===== src/rtl/rv_pkg.sv =====
// Shared definitions for the RV core front end: datapath width, the NOP
// encoding and the fetch-stage state encoding.
package rv_pkg;

    localparam int XLEN = 32;
    localparam logic [XLEN-1:0] NOP = 32'h0000_0013;  // addi x0, x0, 0

    typedef enum logic [1:0] {
        REQ   = 2'd0,
        WAIT  = 2'd1,
        HOLD  = 2'd2,
        FAULT = 2'd3
    } fetch_state_e;

endpackage


===== src/rtl/instr_fetch.sv =====
// Instruction fetch stage: owns the PC, issues one instruction-memory read at a
// time, holds the returned word for decode and computes the next PC on consume.
module instr_fetch
    import rv_pkg::*;
#(
    parameter logic [XLEN-1:0] RESET_PC = 32'h0000_0000
) (
    input  logic            clk,
    input  logic            rst,
    output logic            imem_req_valid,
    input  logic            imem_req_ready,
    output logic [XLEN-1:0] imem_addr,
    input  logic            imem_rsp_valid,
    input  logic [XLEN-1:0] imem_rdata,
    output logic            instr_valid,
    input  logic            instr_ready,
    output logic [XLEN-1:0] Instr,
    output logic [XLEN-1:0] PC,
    output logic [XLEN-1:0] PCPlus4,
    input  logic            PCSrc,
    input  logic [XLEN-1:0] ImmExt,
    output logic            misaligned,
    output logic [XLEN-1:0] fetch_count
);

    fetch_state_e    state_q, state_d;
    logic [XLEN-1:0] pc_q, pc_d;
    logic [XLEN-1:0] instr_q, instr_d;
    logic            misaligned_q, misaligned_d;
    logic [XLEN-1:0] fetch_count_q, fetch_count_d;

    logic [XLEN-1:0] pc_plus4;
    logic [XLEN-1:0] pc_target;
    logic [XLEN-1:0] next_pc;

    assign pc_plus4  = pc_q + 32'd4;
    assign pc_target = pc_q + ImmExt;
    assign next_pc   = PCSrc ? pc_target : pc_plus4;

    always_comb begin
        state_d       = state_q;
        pc_d          = pc_q;
        instr_d       = instr_q;
        misaligned_d  = misaligned_q;
        fetch_count_d = fetch_count_q;
        case (state_q)
            REQ: begin
                if (imem_req_ready) state_d = WAIT;
            end
            WAIT: begin
                if (imem_rsp_valid) begin
                    instr_d = imem_rdata;
                    state_d = HOLD;
                end
            end
            HOLD: begin
                if (instr_ready) begin
                    fetch_count_d = fetch_count_q + 32'd1;
                    // A misaligned target is counted as consumed but never fetched.
                    if (next_pc[1:0] != 2'b00) begin
                        misaligned_d = 1'b1;
                        state_d      = FAULT;
                    end else begin
                        pc_d    = next_pc;
                        state_d = REQ;
                    end
                end
            end
            default: ;
        endcase
    end

    always_ff @(posedge clk) begin
        if (rst) begin
            state_q       <= REQ;
            pc_q          <= RESET_PC;
            instr_q       <= NOP;
            misaligned_q  <= 1'b0;
            fetch_count_q <= '0;
        end else begin
            state_q       <= state_d;
            pc_q          <= pc_d;
            instr_q       <= instr_d;
            misaligned_q  <= misaligned_d;
            fetch_count_q <= fetch_count_d;
        end
    end

    assign imem_req_valid = (state_q == REQ);
    assign imem_addr      = pc_q;
    assign instr_valid    = (state_q == HOLD);
    assign Instr          = instr_q;
    assign PC             = pc_q;
    assign PCPlus4        = pc_plus4;
    assign misaligned     = misaligned_q;
    assign fetch_count    = fetch_count_q;

endmodule


===== config.mk =====
export PLATFORM = sky130hd
export DESIGN_NAME = instr_fetch
export DESIGN_NICKNAME = d
export VERILOG_FILES = /design/src/rtl/rv_pkg.sv /design/src/rtl/instr_fetch.sv
export SDC_FILE = /design/constraint.sdc
export NUM_CORES = 1
export LEC_CHECK = 0
export ABC_AREA = 1
export BUFFER_PORTS_ARGS = -buffer_cell sky130_fd_sc_hd__buf_2
export CAP_MARGIN = 5
export CORE_ASPECT_RATIO = 1.4
export CORE_UTILIZATION = 57
export CTS_CLUSTER_SIZE = 30
export DETAILED_ROUTE_END_ITERATION = 16
export PLACE_DENSITY = 0.88
export SLEW_MARGIN = 40
export SYNTH_ARGS = -nofsm -noshare
export SYNTH_HDL_FRONTEND = slang
export SYNTH_SLANG_ARGS = --single-unit

===== constraint.sdc =====
create_clock -name clk -period 5.45 [get_ports clk]
set_clock_uncertainty 0.05 [all_clocks]
set_input_delay 1.09 -clock clk [delete_from_list [all_inputs] [get_ports clk]]
set_output_delay 1.09 -clock clk [all_outputs]
set_load 0.05 [all_outputs]

=== Word-level counts from Yosys, hierarchy flattened ===
Index checks and enable logic that the tools add are counted.

* Register bits: 99
* Bits of input ports: 70
* Output and inout bits: 163
* Logic and storage cells: 28

* Add/sub/neg operators: 3
* Eq/ne operators: 5
* Multiplexer cells: 6
* Bitwise logic cells: 1
* Reductions and logical operators: 8

{| class="wikitable"
|+ Operators by type and width
! kind !! number
|-
| 32-bit by 1-bit adder with 32-bit output (second input constant) || 1
|-
| 32-bit by 3-bit adder with 32-bit output (second input constant) || 1
|-
| 32-bit adder || 1
|-
| 32-bit two-way mux || 1
|-
| 2-bit two-way mux || 4
|-
| 2-bit case mux with 3 select lines || 1
|-
| 3-bit AND reduction || 2
|-
| 2-bit by 1-bit != test with 1-bit output (second input constant) || 2
|-
| 2-bit AND reduction || 2
|-
| 4-bit AND reduction || 1
|-
| 3-bit nonzero test || 1
|-
| 2-bit by 1-bit == test with 1-bit output (second input constant) || 1
|-
| 2-bit == test (second input constant) || 1
|-
| 2-bit zero test || 1
|-
| 2-bit != test (second input constant) || 1
|-
| 2-bit nonzero test || 1
|-
| 1-bit inverter || 1
|}

=== Depth between registers and ports, before layout ===
Gate-level depths: netlist of the first run.

* Word-level depth: 6
* Depth in mapped cells: 14
* Depth with buffers taken out: 14

=== Worst setup path after synthesis of the first run ===
OpenSTA, ideal clock, no wires.

* Kind: flip-flop to output port
* Start point: register pc_q[2], in the netlist PC[2]
* End point: output port PCPlus4[16]
* Data arrival time: 2,443 ps
* Data required time: 4,310 ps
* Slack: 1,867 ps
* Stages on the path, launching flop included: 6
* Buffers on the path: 0
* Cells stage by stage: dfxtp_1 > ha_1 > nand2_2 > nor3b_4 > nand3_2 > xnor2_1

* Longest elaborated chain between the ends: 1

{| class="wikitable"
|+ RTL lines
! element !! line !! RTL
|-
| start, declared || instr_fetch.sv:27 || <nowiki>logic [XLEN-1:0] pc_q, pc_d;</nowiki>
|-
| start signal, assigned || instr_fetch.sv:82 || <nowiki>pc_q <= pc_d;</nowiki>
|-
| 32-bit by 3-bit adder with 32-bit output || instr_fetch.sv:36 || <nowiki>assign pc_plus4 = pc_q + 32'd4;</nowiki>
|-
| end, declared || instr_fetch.sv:19 || <nowiki>output logic [XLEN-1:0] PCPlus4,</nowiki>
|}

Every way passes these cells.

=== Worst setup path after layout of the first run ===
* Start point: register pc_q[11], in the netlist PC[11]
* End point: output port PCPlus4[14]

The elaborated chain is that of the path after synthesis.

==> results.toml, run 1 <==
[logic_synthesis]
synthFlopType = "dfxtp_1"
yosys.area.top_type = "dfxtp_1"
synthMuxAreaShare = 0
synth_edf_count = 0
synth-async-reset-ratio = 0
netlist_area_mm2 = 0.00754
synth.area.top_cells = "dfxtp_1 (26%), nand2_1 (16%), inv_1 (7.9%)"
seq_area_frac_synth = 0.263
postSynthCellCount = 1214
ys_types = 51
synth_simple_gate_area_frac = 0.377
synth-xor-area-share = 0.0476
syn_avg_cell_area_um2 = 6.21
synth_nets = 1322
synthAdderAreaFrac = 0.0640
synth.top_cell.area_share = 0.263
synth_top_family_by_area = "simple AND/OR/NAND/NOR gates"
ys_seq_elements = 99
ys_warn_count = 0
synth-compound-area-share = 0.118

[setup_path]
slowest_stage = "dfxtp_1"
crit_family = "simple AND/OR/NAND/NOR gates"
path_cells = "inv_1, nor3_1, nand2_1, nor3_2, xor2_1, buf_2"
r2r_start = "PC[0]"
cp-end-kind = "primary output"
cp.buffers_inverters = 2
r2r_slack_ns = 2.62
worst-r2r-cell-count = 11
cpPeakStageDelay_ns = 0.49
timing.rr.end = "PC[22]"
worst-path-max-fanout = 7
path_class = "register to primary output"
cp.arrival_ns = 2.48
crit_required_ns = 4.31
worstSetupStartpointType = "register"

[final_layout]
nets = 1506
fin_area_mm2 = 0.00886
drive_gt1_frac = 0.212
diodes = 0
syn2layout_area_growth_pct = 17.5

[power_and_ir_drop]
clockPowerShare = 0.244
internal_power_w = 0.00147
power_density_mw_per_mm2 = 309
ir_drop_mv = 0.301
sequentialPowerShare = 0.328
combPwrFrac = 0.428
power_leakage_nw = 4.80
p_sw_frac = 0.466
switching_power_w = 0.00128

[clocking]
h-tree-depth = 3
clock-sinks = 99
post_cts_resized = 0
ctsHoldBuffers = 0
cts_root_buf = "clkbuf_16"
clk_pin_slew_ns = 0.07
post_cts_buffers = 0
cts_tree = "done"
worstSkewPairLatency_ns = 0.35
numCtsBuffers = 9
clock_path_buffers = 2

[timing]
max_freq_mhz = 276
hold_violations = 0
finalCritPeriodShare = 0.664
tns_ns = 0
worstMarginPinSlew_ns = 0.554
setup_violations = 0
hold_ws_ns = 0.420
slew_viol_final = 0
finalCriticalPeriod_ns = 3.62
setup_slack_ns = 1.83
relSlewSlack = 0.630
rsz0062_at_grt = "no"

[routing]
first_pass_iters = 5
viasPerCell = 5.41
drcViolationCount = 0
drt_iter0_drc = 482
wl_per_cell_um = 14.9
route.met3.wl_um = 1750
routed.top_layer = "met4"
wl_met2_um = 11700
drt-total-wl_um = 23200
num_vias = 8425
wl_met1_um = 8610
detail-route-antenna-nets = 0

[place]
portBuffers = 232
preCtsSetupSlack_ns = 1.80
place_area_mm2 = 0.00855
globalplace.congestion = 0.978
dp_hpwl_um = 18300

[floorplanning]
coreArea_mm2 = 0.0129
die_h_um = 138
ioPinCount = 233
start_util = 0.586
rows = 49
die-area_mm2 = 0.0137
fp.dieW_um = 99.2

[global_routing]
grtUsageTotal = 0.339
grt.overflow.total = 0
grt_start_max_net_pins = 47
grt_pass1_vias = 8018
antenna_found_initial = 0
grt_pass1_wl_um = 37100

[hold_path]
hold_end = "Instr[0]"
worstHoldStart = "Instr[0]"
hold_path_depth = 2
hp-class = "register to register"

[run]
cap_violations = 0

[outcome]
status = "completed"
-- cells in the final DEF (no fill, tap or decap), types with 3 or more instances in the layout --
| cell | Yosys | routed |
|---|---|---|
| nor4_1 | 4 | 4 |
| inv_2 | 3 | 4 |
| dfxtp_1 | 99 | 99 |
| buf_4 | 35 | 4 |
| a31oi_1 | 7 | 7 |
| xor2_1 | 30 | 30 |
| nand4_1 | 12 | 12 |
| ha_1 | 37 | 37 |
| o21a_1 | 4 | 4 |
| nor3_1 | 30 | 30 |
| xnor2_1 | 11 | 11 |
| a21oi_1 | 67 | 67 |
| nor2_2 | 10 | 10 |
| clkbuf_16 | 0 | 9 |
| a221oi_1 | 3 | 3 |
| and2_1 | 3 | 3 |
| nand2_2 | 9 | 10 |
| nand2_1 | 331 | 330 |
| nand3b_1 | 8 | 8 |
| nor2_4 | 3 | 3 |
| o21ai_0 | 63 | 63 |
| nand3_1 | 80 | 80 |
| o21bai_1 | 7 | 7 |
| buf_2 | 6 | 231 |
| inv_1 | 158 | 157 |
| nor2_1 | 138 | 138 |
| or2_2 | 4 | 4 |
| nor3_2 | 4 | 4 |
-- power by group through the flow --
| stage | sequential (W) | clock, W | combinational, W |
|---|---|---|---|
| final | 0.000900 | 0.000669 | 0.00117 |
| after global placement | 0.000909 | 0 | 0.00115 |
| after CTS | 0.000898 | 0.000677 | 0.00117 |
| after detailed placement | 0.000914 | 0 | 0.00117 |
| after global routing | 0.000912 | 0.000703 | 0.00126 |
| after floorplan | 0.00117 | 0 | 0.000650 |
-- layer usage --
layer | track usage | vias to the layer above
met5 | 0 | -
met4 | 0.184 | 0
met3 | 0.0586 | 69
met2 | 0.614 | 389
met1 | 0.368 | 3761
li1 | - | 4206
-- synth_stat cells, types with 2 or more instances --
cell type	number
ha_1	37
dfxtp_1	99
buf_2	6
o21bai_1	7
xor2_1	30
and2_1	3
nor2_2	10
nor3_1	30
nand2_2	9
nor3_2	4
nor2_4	3
nand3_1	80
o21ai_1	2
nor3b_1	2
nor2_1	138
a31oi_1	7
and3_1	2
nand4_1	12
nand3b_1	8
o21ai_0	63
clkbuf_1	20
or2_2	4
nand2_1	331
a211oi_1	2
nand3_2	2
nor4_1	4
a21oi_1	67
a221oi_1	3
xnor2_1	11
o21a_1	4
buf_4	35
inv_1	158
inv_2	3
-- stage by stage --
step	power, W	instances	util
floorplan	0.00182	1214	-
global placement	0.00206	1540	0.664
detailed placement	0.00208	1540	0.664
CTS	0.00274	1556	0.688
global route	0.00288	1556	0.688
finish	0.00274	1556	0.688
-- cell type report --
type | count | area (µm²)
Clock buffer | 9 | 225
Clock inverter | 7 | 85.1
Fill cell | 1190 | 4010
Inverter | 163 | 617
Multi-Input combinational cell | 890 | 4570
Sequential cell | 99 | 1980
Tap cell | 153 | 191
Timing Repair Buffer | 235 | 1190
-- worst max-delay path by stage --
| stage | startpoint | cells after the start | to |
|---|---|---|---|
| 2_1_floorplan | PC[2] | 5 | PCPlus4[16] |
| 3_3_place_gp | PCSrc | 12 | PC[22] |
| 3_5_place_dp | PCSrc | 12 | PC[22] |
| 4_1_cts | PC[2] | 8 | PCPlus4[18] |
| 5_1_grt | PC[11] | 6 | PCPlus4[14] |
| 6_report | PC[11] | 6 | PCPlus4[14] |
-- logic make-up (layout without fill, tap and decap cells) --
kind of cell	count (synthesis)	after routing
AOI/OAI and AO/OA	162	162
xor gates and xnor gates	41	41
adders and majority gates	38	38
buffers and inverters	225	414
DFF	99	99
and+or+nand+nor	649	649
-- sequential cells by signal, indices dropped and copies added, names as in the netlist --
signal       count
misaligned       1
fetch_count     32
Instr           32
PC              32
state_q          2
-- worst reg2reg max path, delay by kind of cell (launching register included) --
family | cells | cell delay (ns)
AND/OR/NAND/NOR | 3 | 0.56
adder cells (fa/ha/maj) | 2 | 0.62
flip-flops | 1 | 0.39
buffers and inverters | 3 | 0.76
AO/OA/AOI/OAI | 3 | 0.38
(Power assumes the default switching activity.)
==> run 2, diff against run 1 <==
- ABC_AREA: 1 -> 0
- CORE_UTILIZATION: 57 -> 47
- PLACE_DENSITY: 0.88 -> 0.78
- clock period: 5.45 -> 3.02 ns (I/O delays scaled with it)
==> results.toml, run 2 <==
[power_and_ir_drop]
power_leakage_nw = 4.14
ir_drop_mv = 0.273
power_density_mw_per_mm2 = 375

[place]
globalplace.congestion = 0.943
placedCellCount = 1291
place_area_mm2 = 0.00837
dp_hpwl_um = 16600
portBuffers = 232
preCtsSetupSlack_ns = 0.0895

[global_routing]
grt_pass1_wl_um = 34700
grt_pass1_vias = 6953
grt.overflow.total = 0
grt_start_max_net_pins = 72
antenna_found_initial = 0
grtUsageTotal = 0.281

[clocking]
numCtsBuffers = 9
h-tree-depth = 3
worstSkewPairLatency_ns = 0.35
clock-sinks = 99
cts_root_buf = "clkbuf_16"
ctsHoldBuffers = 0
clock_path_buffers = 2
clk_pin_slew_ns = 0.08
cts_tree = "done"

[logic_synthesis]
ys_types = 75
netlist_area_mm2 = 0.00701
ys_seq_elements = 99
synthFlopType = "dfxtp_1"
synth_top_family_by_area = "simple AND/OR/NAND/NOR gates"
synth-xor-area-share = 0.0874
postSynthCellCount = 915
synth_nets = 1023
ys_warn_count = 0
synth_edf_count = 0
synthMostInstantiatedCell = "nand2_1"
synth.top_cell.area_share = 0.283
synthAdderAreaFrac = 0.0689
syn_avg_cell_area_um2 = 7.66
yosys.area.top_type = "dfxtp_1"
synth-async-reset-ratio = 0
synthMuxAreaShare = 0.00286
synth_simple_gate_area_frac = 0.247
seq_area_frac_synth = 0.283
synth-compound-area-share = 0.231
synth_common_cells = "nand2_1 (118), dfxtp_1 (99), a21oi_1 (95)"
synth.area.top_cells = "dfxtp_1 (28%), a21oi_1 (6.8%), ha_1 (6.6%)"

[timing]
finalCritPeriodShare = 0.973
finalCriticalPeriod_ns = 2.94
slew_viol_final = 0
rsz0062_at_grt = "no"
worstMarginPinSlew_ns = 0.812
hold_violations = 0
setup_violations = 0
setup_slack_ns = 0.0824
tns_ns = 0
relSlewSlack = 0.459
max_freq_mhz = 340

[final_layout]
drive_gt1_frac = 0.309
fin_area_mm2 = 0.00873
diodes = 0
fin_cells = 1307
mostFrequentLayoutCell = "buf_2"
fillCellCount = 1371
layout_common_cells = "buf_2 (227), nand2_1 (118), a21oi_1 (95)"
nets = 1221
syn2layout_area_growth_pct = 24.5

[routing]
detail-route-antenna-nets = 0
wl_per_cell_um = 16.7
drt-total-wl_um = 21800
first_pass_iters = 5
drcViolationCount = 0
num_vias = 7385
viasPerCell = 5.65
drt_iter0_drc = 354

[floorplanning]
fp.dieW_um = 105
rows = 52
die-area_mm2 = 0.0154
die_h_um = 147
coreArea_mm2 = 0.0145
start_util = 0.483
ioPinCount = 233

[setup_path]
crit_required_ns = 2.37
cp.arrival_ns = 2.28
crit_family = "simple AND/OR/NAND/NOR gates"
worstSetupStartpointType = "register"
cpPeakStageDelay_ns = 0.33
slowest_stage = "dfxtp_2"
cp.buffers_inverters = 1
path_class = "register to primary output"
cp-end-kind = "primary output"
path_cells = "ha_1, and3_1, and4_4, and2_4, and2_1, xor2_2, clkbuf_4"
worst-path-max-fanout = 7

[outcome]
status = "completed"

[hold_path]
hp-class = "register to register"

[run]
cap_violations = 0
[run 2: cell types whose count changed in the layout (fill, tap and decap cells not counted), moves of 13 or more]
cell | before | now
inv_1 | 157 | 21
buf_4 | 4 | 40
nor3_1 | 30 | 12
a21oi_1 | 67 | 95
a21o_1 | 1 | 14
xnor2_1 | 11 | 31
and3_1 | 2 | 19
nor2_1 | 138 | 86
nand3_1 | 80 | 27
o21ai_0 | 63 | 44
nand2_1 | 330 | 118
[run 2: report_power, final]
group	leakage [nW]	switching, W	internal [W]
logic	3.19	0.000478	0.000205
registers	0.805	0.0000312	0.00135
clock network	0.150	0.000597	0.000610
total	4.14	0.00111	0.00217
[run 2: area by class of cell]
type / instances / area, µm² / area share
Tap cell: 189 / 236 / 0.0271
Inverter: 22 / 82.6 / 0.00946
Timing Repair Buffer: 271 / 1480 / 0.170
Multi-Input combinational cell: 710 / 4630 / 0.530
Clock inverter: 6 / 65.1 / 0.00745
Clock buffer: 10 / 239 / 0.0274
Sequential cell: 99 / 1990 / 0.228
[run 2: worst paths after layout]
kind / startpoint / to / slack (ns) / cells past startpoint
worst max-delay path: PC[2] / PCPlus4[22] / 0.08 / 7
worst min register to register: Instr[5] / Instr[5] / 0.40 / 2
worst max register to register: PC[0] / PC[24] / 0.31 / 9
worst min-delay path: Instr[5] / Instr[5] / 0.40 / 2
[run 2: kinds of logic (layout without fill, tap and decap cells)]
logic type,after synthesis,after routing
muxes,2,2
xor gates and xnor gates,70,70
DFF,99,99
buffers and inverters,106,309
and+or+nand+nor,345,345
AOI/OAI and AO/OA,255,255
adders and majority gates,38,38
[run 2: per-layer routing]
layer | part of all wire | GRT usage
met3 | 0.072 | 0.0549
met1 | 0.37 | 0.307
met2 | 0.52 | 0.513
met5 | 0 | 0
met4 | 0.044 | 0.135
[run 2: tightest hold or removal path, stage by stage, from the launching register on]
cell	delay [ns]
dfxtp_1	0.31
nand2_1	0.05
a21oi_1	0.05
[run 2: metrics by stage]
stage	hold WS (ns)	power, W	util
2_1_floorplan	0.429	0.00191	-
3_3_place_gp	0.389	0.00209	0.577
3_5_place_dp	0.394	0.00209	0.577
4_1_cts	0.402	0.00330	0.599
5_1_grt	0.413	0.00342	0.602
6_report	0.403	0.00327	0.602
[run 2: timing repair]
item | CTS | global route
gates resized for setup | 8 | 14
setup endpoints to repair | 9 | 8
buffers inserted | 0 | 0
==> run 3, diff against run 2 <==
- CORE_UTILIZATION: 47 -> 48
- CTS_BUF_LIST: not set -> sky130_fd_sc_hd__clkbuf_4 sky130_fd_sc_hd__clkbuf_8
- PLACE_DENSITY: 0.78 -> 0.8
==> results.toml, run 3 (synthesized netlist as in run 2, its figures left out) <==
[floorplanning]
die_h_um = 145
coreArea_mm2 = 0.0141
start_util = 0.497
rows = 51
fp.dieW_um = 104
die-area_mm2 = 0.0151
ioPinCount = 233

[final_layout]
postLayoutCoreUtil = 0.612
drive_gt1_frac = 0.307
mostFrequentLayoutCell = "buf_2"
layout_common_cells = "buf_2 (225), nand2_1 (118), a21oi_1 (95)"
fin_cells = 1295
syn2layout_area_growth_pct = 23.0
nets = 1213
diodes = 0

[timing]
slew_viol_final = 0
relSlewSlack = 0.472
hold_violations = 0
worstMarginPinSlew_ns = 0.789
setup_slack_ns = -0.000659
setup_violations = 1
rsz0062_at_grt = "yes"
finalCritPeriodShare = 1.00
max_freq_mhz = 331
finalCriticalPeriod_ns = 3.02

[routing]
wl_per_cell_um = 16.9
num_vias = 7417
drt_iter0_drc = 410
drcViolationCount = 0
detail-route-antenna-nets = 0
viasPerCell = 5.73
drt-total-wl_um = 21900
first_pass_iters = 7

[power_and_ir_drop]
power_density_mw_per_mm2 = 351
power_leakage_nw = 4.06
ir_drop_mv = 0.385

[clocking]
worstSkewPairLatency_ns = 0.39
ctsHoldBuffers = 0
h-tree-depth = 3
clock_path_buffers = 2
cts_tree = "done"
clk_pin_slew_ns = 0.12
cts_root_buf = "clkbuf_8"
numCtsBuffers = 9
post_cts_buffers = 0
clock-sinks = 99

[place]
dp_hpwl_um = 16500
globalplace.congestion = 0.946
placedCellCount = 1279
portBuffers = 232

[global_routing]
grt_pass1_wl_um = 34600
grtUsageTotal = 0.282
grt.overflow.total = 0
grt_pass1_vias = 7170
grt_start_max_net_pins = 68
antenna_found_initial = 0

[setup_path]
worstSetupStartpointType = "register"
worst-r2r-cell-count = 9
worst-path-max-fanout = 8
crit_end = "PCPlus4[19]"
r2r_start = "PC[0]"
cp.arrival_ns = 2.37
startpoint = "PC[10]"
timing.rr.end = "PC[22]"
cp-end-kind = "primary output"
path_class = "register to primary output"
crit_required_ns = 2.37
r2r_slack_ns = 0.29

[outcome]
status = "finished, violations left"
violations = "setup timing"

[hold_path]
hp-class = "primary input to register"

[run]
cap_violations = 0
==> run 3: cell count changes in the layout (fill, tap and decap cells not counted), moves of 3 or more <==
cell       previous run  this run
buf_4                40        31
clkbuf_16             9         0
clkbuf_8              1         9
dfxtp_1              89        86
dfxtp_2              10        13
==> run 3: critical path, stage by stage, from the launching register on <==
cell	delay [ns]
dfxtp_2	0.42
and4_2	0.31
and4_1	0.34
buf_4	0.19
nand2_1	0.10
nor2_1	0.24
xnor2_1	0.16
buf_4	0.22
==> run 3: power by group <==
| part | switching [W] | leakage [nW] | internal (W) |
|---|---|---|---|
| clock | 0.000564 | 0.105 | 0.000404 |
| sequential | 0.0000326 | 0.807 | 0.00135 |
| combinational | 0.000475 | 3.14 | 0.000203 |
| total | 0.00107 | 4.06 | 0.00196 |
==> run 3: repair_timing <==
item	4_1_cts	5_1_grt
setup endpoints to repair	14	10
gates cloned	0	0
gates resized for setup	17	12
pin swaps	0	2
==> run 3: layout make-up <==
cell class | count | area (µm²)
clock buffers | 9 | 124
clock inverters | 7 | 91.3
fillers | 1347 | 5480
inverters | 22 | 82.6
multi-input cells | 710 | 4640
flip-flops and latches | 99 | 2000
well taps | 185 | 231
repair buffers | 263 | 1460
==> run 3: worst min-delay path by stage <==
stage / startpoint / end / depth (start not counted)
finish: imem_rdata[0] / Instr[0] / 3
detailed placement: Instr[5] / Instr[5] / 2
global route: imem_rdata[6] / Instr[6] / 3
floorplan: state_q[1] / state_q[1] / 2
CTS: imem_rdata[0] / Instr[0] / 3
global placement: Instr[2] / Instr[2] / 2
==> run 3: metrics by stage <==
step / hold slack [ns] / instance area [µm²] / total power (W) / setup TNS [ns] / setup slack (ns)
2_1_floorplan: 0.429 / 7140 / 0.00191 / -0.128 / -0.0605
3_3_place_gp: 0.388 / 8330 / 0.00208 / 0 / 0.0388
3_5_place_dp: 0.394 / 8330 / 0.00209 / -0.0434 / -0.0347
4_1_cts: 0.360 / 8580 / 0.00305 / 0 / 0.0106
5_1_grt: 0.379 / 8630 / 0.00316 / -0.0426 / -0.0271
6_report: 0.369 / 8630 / 0.00303 / -0.000659 / -0.000659
==> run 3: metal layers <==
layer	vias to the layer above	part of all wire	wire (µm)	GRT usage
li1	3590	-	-	-
met1	3433	0.37	8010	0.304
met2	319	0.52	11300	0.518
met3	75	0.065	1430	0.0440
met4	0	0.052	1130	0.158
met5	-	0	0	0
